$ cat config.mk
export PLATFORM = sky130hd
export DESIGN_NAME = bin_to_bcd4
export DESIGN_NICKNAME = d
export VERILOG_FILES = /design/src/rtl/bcd_pkg.sv /design/src/rtl/bcd_dabble_step.sv /design/src/rtl/bin_to_bcd4.sv
export SDC_FILE = /design/constraint.sdc
export NUM_CORES = 1
export LEC_CHECK = 0
export ABC_CLOCK_PERIOD_IN_PS = 4000
export CAP_MARGIN = 15
export CORE_UTILIZATION = 66
export DETAILED_ROUTE_END_ITERATION = 12
export DONT_BUFFER_PORTS = 1
export PLACE_DENSITY_LB_ADDON = 0.25
export SLEW_MARGIN = 20
export SYNTH_ARGS = -nofsm -noshare
export SYNTH_HDL_FRONTEND = slang
export SYNTH_SLANG_ARGS = --single-unit
$ cat constraint.sdc
create_clock -name clk -period 4 [get_ports clk]
set_clock_uncertainty 0.15 [all_clocks]
set_input_delay 0.8 -clock clk [delete_from_list [all_inputs] [get_ports clk]]
set_output_delay 0.8 -clock clk [all_outputs]
set_load 0.02 [all_outputs]
$ cat src/rtl/bcd_pkg.sv
// Shared constants and helpers for the 4-digit binary-to-BCD converter.
// State encoding is kept as plain localparam vectors so the converter state
// can be exported on a debug port without casting.
package bcd_pkg;

  // Largest value that fits in four BCD digits.
  localparam int BCD_MAX = 9999;
  localparam int BCD_DIGITS = 4;

  // Pattern shown on the display when the input cannot be represented.
  localparam logic [15:0] BCD_OVF_DEFAULT = 16'hEEEE;

  // Converter state encoding.
  typedef logic [0:0] state_t;
  localparam state_t ST_IDLE  = 1'b0;
  localparam state_t ST_SHIFT = 1'b1;

  // Double-dabble correction of one BCD nibble: a digit of 5 or more would
  // reach 10 or more after the next shift, so add 3 first. The operand is at
  // most 9 here, so the sum (at most 12) always fits in the nibble.
  function automatic logic [3:0] nibble_fix(input logic [3:0] n);
    return (n >= 4'd5) ? (n + 4'd3) : n;
  endfunction

  // Leading-zero mask for a 4-digit BCD value. Bit i is set when digit i and
  // every more significant digit are zero. Digit 0 is always shown, so bit 0
  // is never set.
  function automatic logic [3:0] lz_mask(input logic [15:0] d);
    logic [3:0] m;
    m[3] = (d[15:12] == 4'd0);
    m[2] = m[3] && (d[11:8] == 4'd0);
    m[1] = m[2] && (d[7:4] == 4'd0);
    m[0] = 1'b0;
    return m;
  endfunction

endpackage

$ cat src/rtl/bcd_dabble_step.sv
// One combinational double-dabble iteration: correct every BCD nibble in the
// upper 16 bits of the shift register, then shift the whole register left by
// one. The top-level feeds the result back into its register each SHIFT cycle.
module bcd_dabble_step
  import bcd_pkg::*;
#(
  parameter int IN_W = 14
) (
  input  logic [IN_W+15:0] i_sr,
  output logic [IN_W+15:0] o_sr
);

  logic [IN_W+15:0] w_fixed;

  // Apply the +3 correction to each of the four BCD digits; binary bits below
  // the BCD field pass through untouched.
  always_comb begin
    w_fixed = i_sr;
    for (int d = 0; d < BCD_DIGITS; d++) begin
      w_fixed[IN_W + 4*d +: 4] = nibble_fix(i_sr[IN_W + 4*d +: 4]);
    end
  end

  assign o_sr = {w_fixed[IN_W+14:0], 1'b0};

endmodule

$ cat src/rtl/bin_to_bcd4.sv
// Sequential binary-to-BCD converter feeding a 4-digit 7-segment driver.
// A value is accepted on in_valid && in_ready and converted with an iterative
// double-dabble, one input bit per clock. The display bus out_hexx only ever
// changes to a complete result, so no partial digits are shown.
// Values above 9999 produce OVF_CODE one cycle after acceptance.
//
// Handshake: a value is taken on any rising edge where in_valid and in_ready
// are both high; in_ready is high exactly when the converter is idle, and
// in_valid/in_bin are ignored while it is busy. out_valid is a single-cycle
// pulse marking that out_hexx (and overflow) have just been updated; there is
// no back-pressure on the output side.
//
// Optional build macro: BIN_TO_BCD4_LZB_EN adds the out_lz leading-zero mask.
// IN_W is expected to lie in 4..16.
module bin_to_bcd4
  import bcd_pkg::*;
#(
  parameter int          IN_W     = 14,
  parameter logic [15:0] OVF_CODE = BCD_OVF_DEFAULT
) (
  input  logic            clk,
  input  logic            rst_n,
  input  logic            in_valid,
  output logic            in_ready,
  input  logic [IN_W-1:0] in_bin,
  output logic [15:0]     out_hexx,
  output logic            out_valid,
  output logic            overflow,
`ifdef BIN_TO_BCD4_LZB_EN
  output logic [3:0]      out_lz,
`endif
  output logic [0:0]      dbg_state
);

  localparam int SR_W  = 16 + IN_W;
  localparam int CNT_W = $clog2(IN_W + 1);
  localparam logic [SR_W-1:0]  MAX_SR   = SR_W'(BCD_MAX);
  localparam logic [CNT_W-1:0] CNT_LOAD = CNT_W'(IN_W);
  localparam logic [CNT_W-1:0] CNT_ONE  = CNT_W'(1);

  state_t           r_state;
  logic [SR_W-1:0]  r_sr;
  logic [CNT_W-1:0] r_cnt;
  logic [15:0]      r_hexx;
  logic             r_out_valid;
  logic             r_overflow;

  logic [SR_W-1:0]  w_in_ext;
  logic [SR_W-1:0]  w_step;
  logic             w_accept;
  logic             w_in_ovf;
  logic             w_ovf_load;
  logic             w_last;
  logic             w_done;

  // Zero-extended input doubles as the initial shift-register image.
  assign w_in_ext   = {16'b0, in_bin};
  assign w_in_ovf   = (w_in_ext > MAX_SR);
  assign w_accept   = in_valid && (r_state == ST_IDLE);
  assign w_ovf_load = w_accept && w_in_ovf;
  assign w_last     = (r_cnt == CNT_ONE);
  assign w_done     = (r_state == ST_SHIFT) && w_last;

  bcd_dabble_step #(
    .IN_W (IN_W)
  ) u_step (
    .i_sr (r_sr),
    .o_sr (w_step)
  );

  // Converter FSM: load on acceptance, iterate IN_W times, publish the result.
  always_ff @(posedge clk or negedge rst_n) begin
    if (!rst_n) begin
      r_state     <= ST_IDLE;
      r_sr        <= '0;
      r_cnt       <= '0;
      r_hexx      <= 16'h0000;
      r_out_valid <= 1'b0;
      r_overflow  <= 1'b0;
    end else begin
      r_out_valid <= 1'b0;
      case (r_state)
        ST_IDLE: begin
          if (w_accept) begin
            if (w_in_ovf) begin
              // Not representable: show the overflow pattern immediately.
              r_hexx      <= OVF_CODE;
              r_overflow  <= 1'b1;
              r_out_valid <= 1'b1;
            end else begin
              r_sr    <= w_in_ext;
              r_cnt   <= CNT_LOAD;
              r_state <= ST_SHIFT;
            end
          end
        end
        ST_SHIFT: begin
          r_sr  <= w_step;
          r_cnt <= r_cnt - CNT_ONE;
          if (w_last) begin
            // Final iteration: the BCD field of this step is the answer.
            r_hexx      <= w_step[SR_W-1:IN_W];
            r_overflow  <= 1'b0;
            r_out_valid <= 1'b1;
            r_state     <= ST_IDLE;
          end
        end
        default: r_state <= ST_IDLE;
      endcase
    end
  end

`ifdef BIN_TO_BCD4_LZB_EN
  logic [3:0] r_lz;

  // Leading-zero mask, updated in the same cycle as out_hexx.
  always_ff @(posedge clk or negedge rst_n) begin
    if (!rst_n) begin
      r_lz <= 4'b0000;
    end else if (w_ovf_load) begin
      r_lz <= 4'b0000;
    end else if (w_done) begin
      r_lz <= lz_mask(w_step[SR_W-1:IN_W]);
    end
  end

  assign out_lz = r_lz;
`endif

  assign in_ready  = (r_state == ST_IDLE);
  assign out_hexx  = r_hexx;
  assign out_valid = r_out_valid;
  assign overflow  = r_overflow;
  assign dbg_state = r_state;

endmodule

## After elaboration in Yosys (flattened, before gate mapping)

Index checks and enable logic that the tools add are counted.

- Register bits: 53
- Input bits: 17
- Output and inout port bits: 20
- Word-level logic and storage cells: 51

- Add/subtract/negate cells: 5
- Order comparisons: 5
- Equality and inequality tests: 5
- Multiplexer cells: 26
- Bitwise gates (word level): 1
- Reduce and logical (&&, ||, !) cells: 3

Operators by type and width:

| cell | count |
|---|---|
| 2-to-1 mux 30 bit | 2 |
| case mux 30 bit (2 select lines) | 1 |
| 2-to-1 mux 16 bit | 3 |
| case mux 16 bit (2 select lines) | 1 |
| 2-to-1 mux 4 bit | 5 |
| greater-or-equal comparator 4 x 3 -> 1 bit (second input constant) | 4 |
| > comparator 14 bit (second input constant) | 1 |
| adder 4 x 2 -> 4 bit (second input constant) | 3 |
| 2-to-1 mux 1 bit | 9 |
| case mux 4 bit (2 select lines) | 1 |
| inequality test 2 x 1 -> 1 bit (second input constant) | 3 |
| case mux 1 bit (2 select lines) | 3 |
| equality test 4 x 1 -> 1 bit (second input constant) | 1 |
| subtractor 4 x 1 -> 4 bit (second input constant) | 1 |
| adder 3 x 2 -> 3 bit (second input constant) | 1 |
| 2-to-1 mux 3 bit | 1 |
| AND reduction 3 bit | 1 |
| inequality test 2 bit (second input constant) | 1 |
| AND reduction 2 bit | 1 |
| logical AND 1 bit | 1 |
| inverter 1 bit | 1 |

## Depth between registers and ports, before layout

- Word-level depth: 4
- Mapped depth: 7

## Hierarchy

A second synthesis with hierarchy kept.

- Cells, all modules: 303
- Area total of the unflattened synthesis: 2,783.9 µm²

By module, submodules not included:

| module | times used | cells each | area an instance (µm²) | seq. area each (µm²) |
|---|---|---|---|---|
| bin_to_bcd4 | 1 | 227 | 2,282.2 | 1,326.3 |
| bcd_dabble_step | 1 | 76 | 501.7 | 0.0 |

## Worst setup path before layout

Ideal clock, no wire load.

- Kind: reg2out
- From: register r_state, in the netlist dbg_state
- To: output port in_ready
- Arrival: 1,357 ps
- Required time: 3,050 ps
- Path slack: 1,693 ps
- Stages on the path, launching flop included: 5
- Path through: dfrtp_1 > buf_2 > inv_1 > clkbuf_1 > buf_1

- Longest elaborated chain between the ends: 1

RTL lines:

| element | line | source |
|---|---|---|
| start, declared | bin_to_bcd4.sv:41 | `state_t r_state;` |
| start signal, assigned | bin_to_bcd4.sv:74 | `r_state <= ST_IDLE;` |
| start signal, assigned | bin_to_bcd4.sv:93 | `r_state <= ST_SHIFT;` |
| start signal, assigned | bin_to_bcd4.sv:105 | `r_state <= ST_IDLE;` |
| inverter 1 bit | n/a |  |
| end, declared | bin_to_bcd4.sv:24 | `output logic in_ready,` |

Every way passes these cells.

## Final worst setup path

- From: register r_cnt[1]
- To: register r_hexx[4], in the netlist out_hexx[4]

- Longest elaborated chain between the ends: 3

RTL lines:

| element | line | source |
|---|---|---|
| start, declared | bin_to_bcd4.sv:43 | `logic [CNT_W-1:0] r_cnt;` |
| start signal, assigned | bin_to_bcd4.sv:99 | `r_cnt <= r_cnt - CNT_ONE;` |
| equality test 4 x 1 -> 1 bit | bin_to_bcd4.sv:61 | `assign w_last = (r_cnt == CNT_ONE);` |
| inequality test 2 x 1 -> 1 bit (no line) | n/a |  |
| AND reduction 3 bit (no line) | n/a |  |
| end signal, assigned | bin_to_bcd4.sv:102 | `r_hexx <= w_step[SR_W-1:IN_W];` |
| end, declared | bin_to_bcd4.sv:44 | `logic [15:0] r_hexx;` |

Every way passes these cells.
A chain may end at the register's enable or synchronous reset.

==> summary.txt <==
Timing
  • Min Tclk post-route: 2.37 ns
  • Slew HR: a little under half
  • Setup violators final: 0
  • RSZ-0062 raised after global routing: false
  • Hold Fails Final Rpt: 0
  • Slew Limit Fails: 0
  • Setup TNS: 0 ns
  • Part of the cycle the worst path needs: about 59%
  • Final hold slack: ~0.023 ns
  • FMAX: between 400 and 500 MHz
  • Tightest Pin Transition: 0.806 ns

Layout
  • Reg area: ~1300 um^2
  • Multi-input combinational cell area: roughly 1200 um^2
  • Share of cells above drive strength 1: roughly a tenth
  • Area growth, synth to finish: 4.88%
  • ANT cells: 0
  • Nets: about 280
  • Finished Layout Cells: roughly 300
  • # fillers: about 240

Logic synthesis
  • Avg Cell Area, Syn: just over 10 um^2
  • Yosys warns: 0
  • #FFs+latches synth: 53
  • Cell Area, Synth: 2670 um^2
  • Synth top area cells: dfrtp_1 (50%), a21oi_1 (4.9%), ha_1 (4.7%)
  • Proportion of netlist area held by the largest area contributor: between 40% and 50%
  • Post-synth EDFFs: 0
  • Register area share after synthesis: between 40% and 50%
  • Syn nets: 287
  • Leading area contributor after synthesis: dfrtp_1
  • Mapped Cells: 260
  • Dominant synthesized flop cell: dfrtp_1
  • Ys async rst share: 100%
  • Yosys cell types: 40

Clock tree
  • Root buf cell: clkbuf_8
  • Clk pin slew, worst setup/hold paths: 0.09 ns
  • Clock Latency Late Sink: around 0.31 ns
  • CTS Buf Count: 5
  • # Post-CTS Setup Buffers: 0
  • CTS max path bufs: 2
  • CTS sink count: 53
  • H-tree levels: 2
  • CTS tree: done
  • Post-CTS Hold Buffers: 0
  • Post-CTS sizing: 0

Critical path
  • Max FO, Critical Path: 17
  • WS Path Type: reg -> reg
  • RR Startpoint: r_cnt[1]$_DFFE_PN0P_
  • CP required: around 4.1 ns
  • Crit start category: flip-flop
  • R2R setup slack: 1.63 ns
  • Slowest CP cell: a31o_1
  • Crit-path cells: inv_1, ha_1, nor4b_2, buf_4, a31o_1, mux2_4
  • CP delay by family, top: compound AO/OA/AOI/OAI gates
  • Slowest cell delay on critical path: roughly 0.66 ns
  • Cell depth of the worst setup path: 6
  • Reg2Reg Depth: 6
  • Crit path capture type: flip-flop
  • CP arrival: around 2.4 ns
  • FF-to-FF End: out_hexx[4]$_DFFE_PN0P_
  • CP Capture Point: out_hexx[4]$_DFFE_PN0P_
  • CP bufs+invs: 2
  • Critical Path Start: r_cnt[1]$_DFFE_PN0P_

Global route
  • Total gr overflow: 0
  • First-pass GRT wire length: 8980 um
  • Gr usage total: between 20% and 30%
  • Initial antenna violation count: 0
  • Vias in the first global route: about 2,000
  • Largest net degree at the start of global routing: between 50 and 60

Placement
  • IO buf count: 0
  • DP HPWL: 3690 um
  • RD Place Congestion: roughly 0.83
  • Placed Cells: just under 300

Route
  • WL final: 5560 um
  • DRT Pass-1 Iters: 4
  • Average vias per placed instance: around 6.5
  • Number of remaining DRC errors: 0
  • WL per Instance: about 18 um
  • Final ANT Viol Nets: 0
  • Via count: 1,968
  • Iter 0 DRT Violations: 136

Run
  • Max Cap Viol: 0

Status
  • Status: finished clean

Pwr
  • Pleak: ~1.2 nW
  • Peak supply drop: approximately 470 uV
  • Pwr dens: just over 900 nW/um^2

Min path
  • Class of the worst hold path: in -> async

Die
  • Core Area: approximately 3800 um^2
  • Die ar.: 4300 um^2
  • Row count: 22
  • Die H: ~66 um
  • Initial Util: a little over two thirds
  • Die Wd: between 60 and 70 um
  • Ports: 37
[state kept, by name, indices dropped and copies added (netlist names)]
signal     cells
r_sr          30
overflow       1
dbg_state      1
out_valid      1
r_cnt          4
out_hexx      16
[synth_stat cells, types with 7 or more instances]
cell type,count
a21oi_1,26
a31oi_1,7
ha_1,10
a311oi_1,7
nand2_1,28
a2bb2oi_1,11
nand3_1,8
o22ai_1,7
clkbuf_1,8
o21ai_0,12
inv_1,15
dfrtp_1,53
[area by class of cell]
cell class                 instances  area share, %
sequential                        53           47.4
multi-input combinational        175           42.9
clock buffer                       7           3.09
tap                               48           2.15
inverter                          15           2.01
timing repair buffer               5           1.34
clock inverter                     1           1.07
[worst min-delay path by stage]
stage	end	cells past startpoint	start	slack, ns
detailed placement	out_hexx[12]$_DFFE_PN0P_	0	rst_n	0.36
global placement	r_sr[26]$_DFFE_PN0P_	1	r_sr[26]$_DFFE_PN0P_	0.35
floorplan	r_sr[26]$_DFFE_PN0P_	1	r_sr[26]$_DFFE_PN0P_	0.33
global route	out_hexx[14]$_DFFE_PN0P_	0	rst_n	0.004
finish	out_hexx[12]$_DFFE_PN0P_	0	rst_n	0.02
CTS	overflow$_DFFE_PN0P_	0	rst_n	0.02
[cell usage in the layout, fill, tap and decap left out, drive strengths merged, types with 6 or more instances in the layout]
cell type   n
a21oi      26
ha         10
a2bb2oi    11
nand2      28
o22ai       7
dfrtp      53
inv        15
a31oi       7
clkbuf      7
a311oi      7
o21ai      14
mux2        9
nand3       8
xnor2       6
[power by group]
group          switching [mW]  internal [mW]  leakage [nW]
clock network           0.169          0.204        0.0585
logic                   0.565          0.491         0.543
registers               0.314          0.797         0.631
[cell families (layout without fill, tap and decap cells)]
family,Yosys count,after routing,share of synthesized area [%]
AOI/OAI and AO/OA,89,89,22.0
muxes,9,9,4.51
and+or+nand+nor,59,59,11.1
xor gates and xnor gates,8,8,2.63
DFF,53,53,49.8
buffers and inverters,32,28,5.26
adders and majority gates,10,10,4.69
[through the flow]
| stage | power [mW] | instance area [um^2] | util, % | worst slack (ns) |
|---|---|---|---|---|
| detailed placement | 2.16 | 2680 | 71.0 | 1.30 |
| CTS | 2.53 | 2800 | 74.1 | 1.63 |
| global placement | 2.09 | 2680 | 71.0 | 1.34 |
| floorplan | 1.93 | 2670 | - | 1.69 |
| global route | 2.71 | 2800 | 74.1 | 1.44 |
| finish | 2.54 | 2800 | 74.1 | 1.63 |
[metal layers]
layer  wire length [um]  GRT usage (%)  vias up  part of all wire (%)
li1                   -              -      924                     -
met1               2370           35.5      969                    43
met2               2770           45.7       64                    50
met3                352           7.12       11                   6.3
met4                 79           13.3        0                   1.4
met5                  0              0        -                     0
Power figures use the tool's default switching activity.
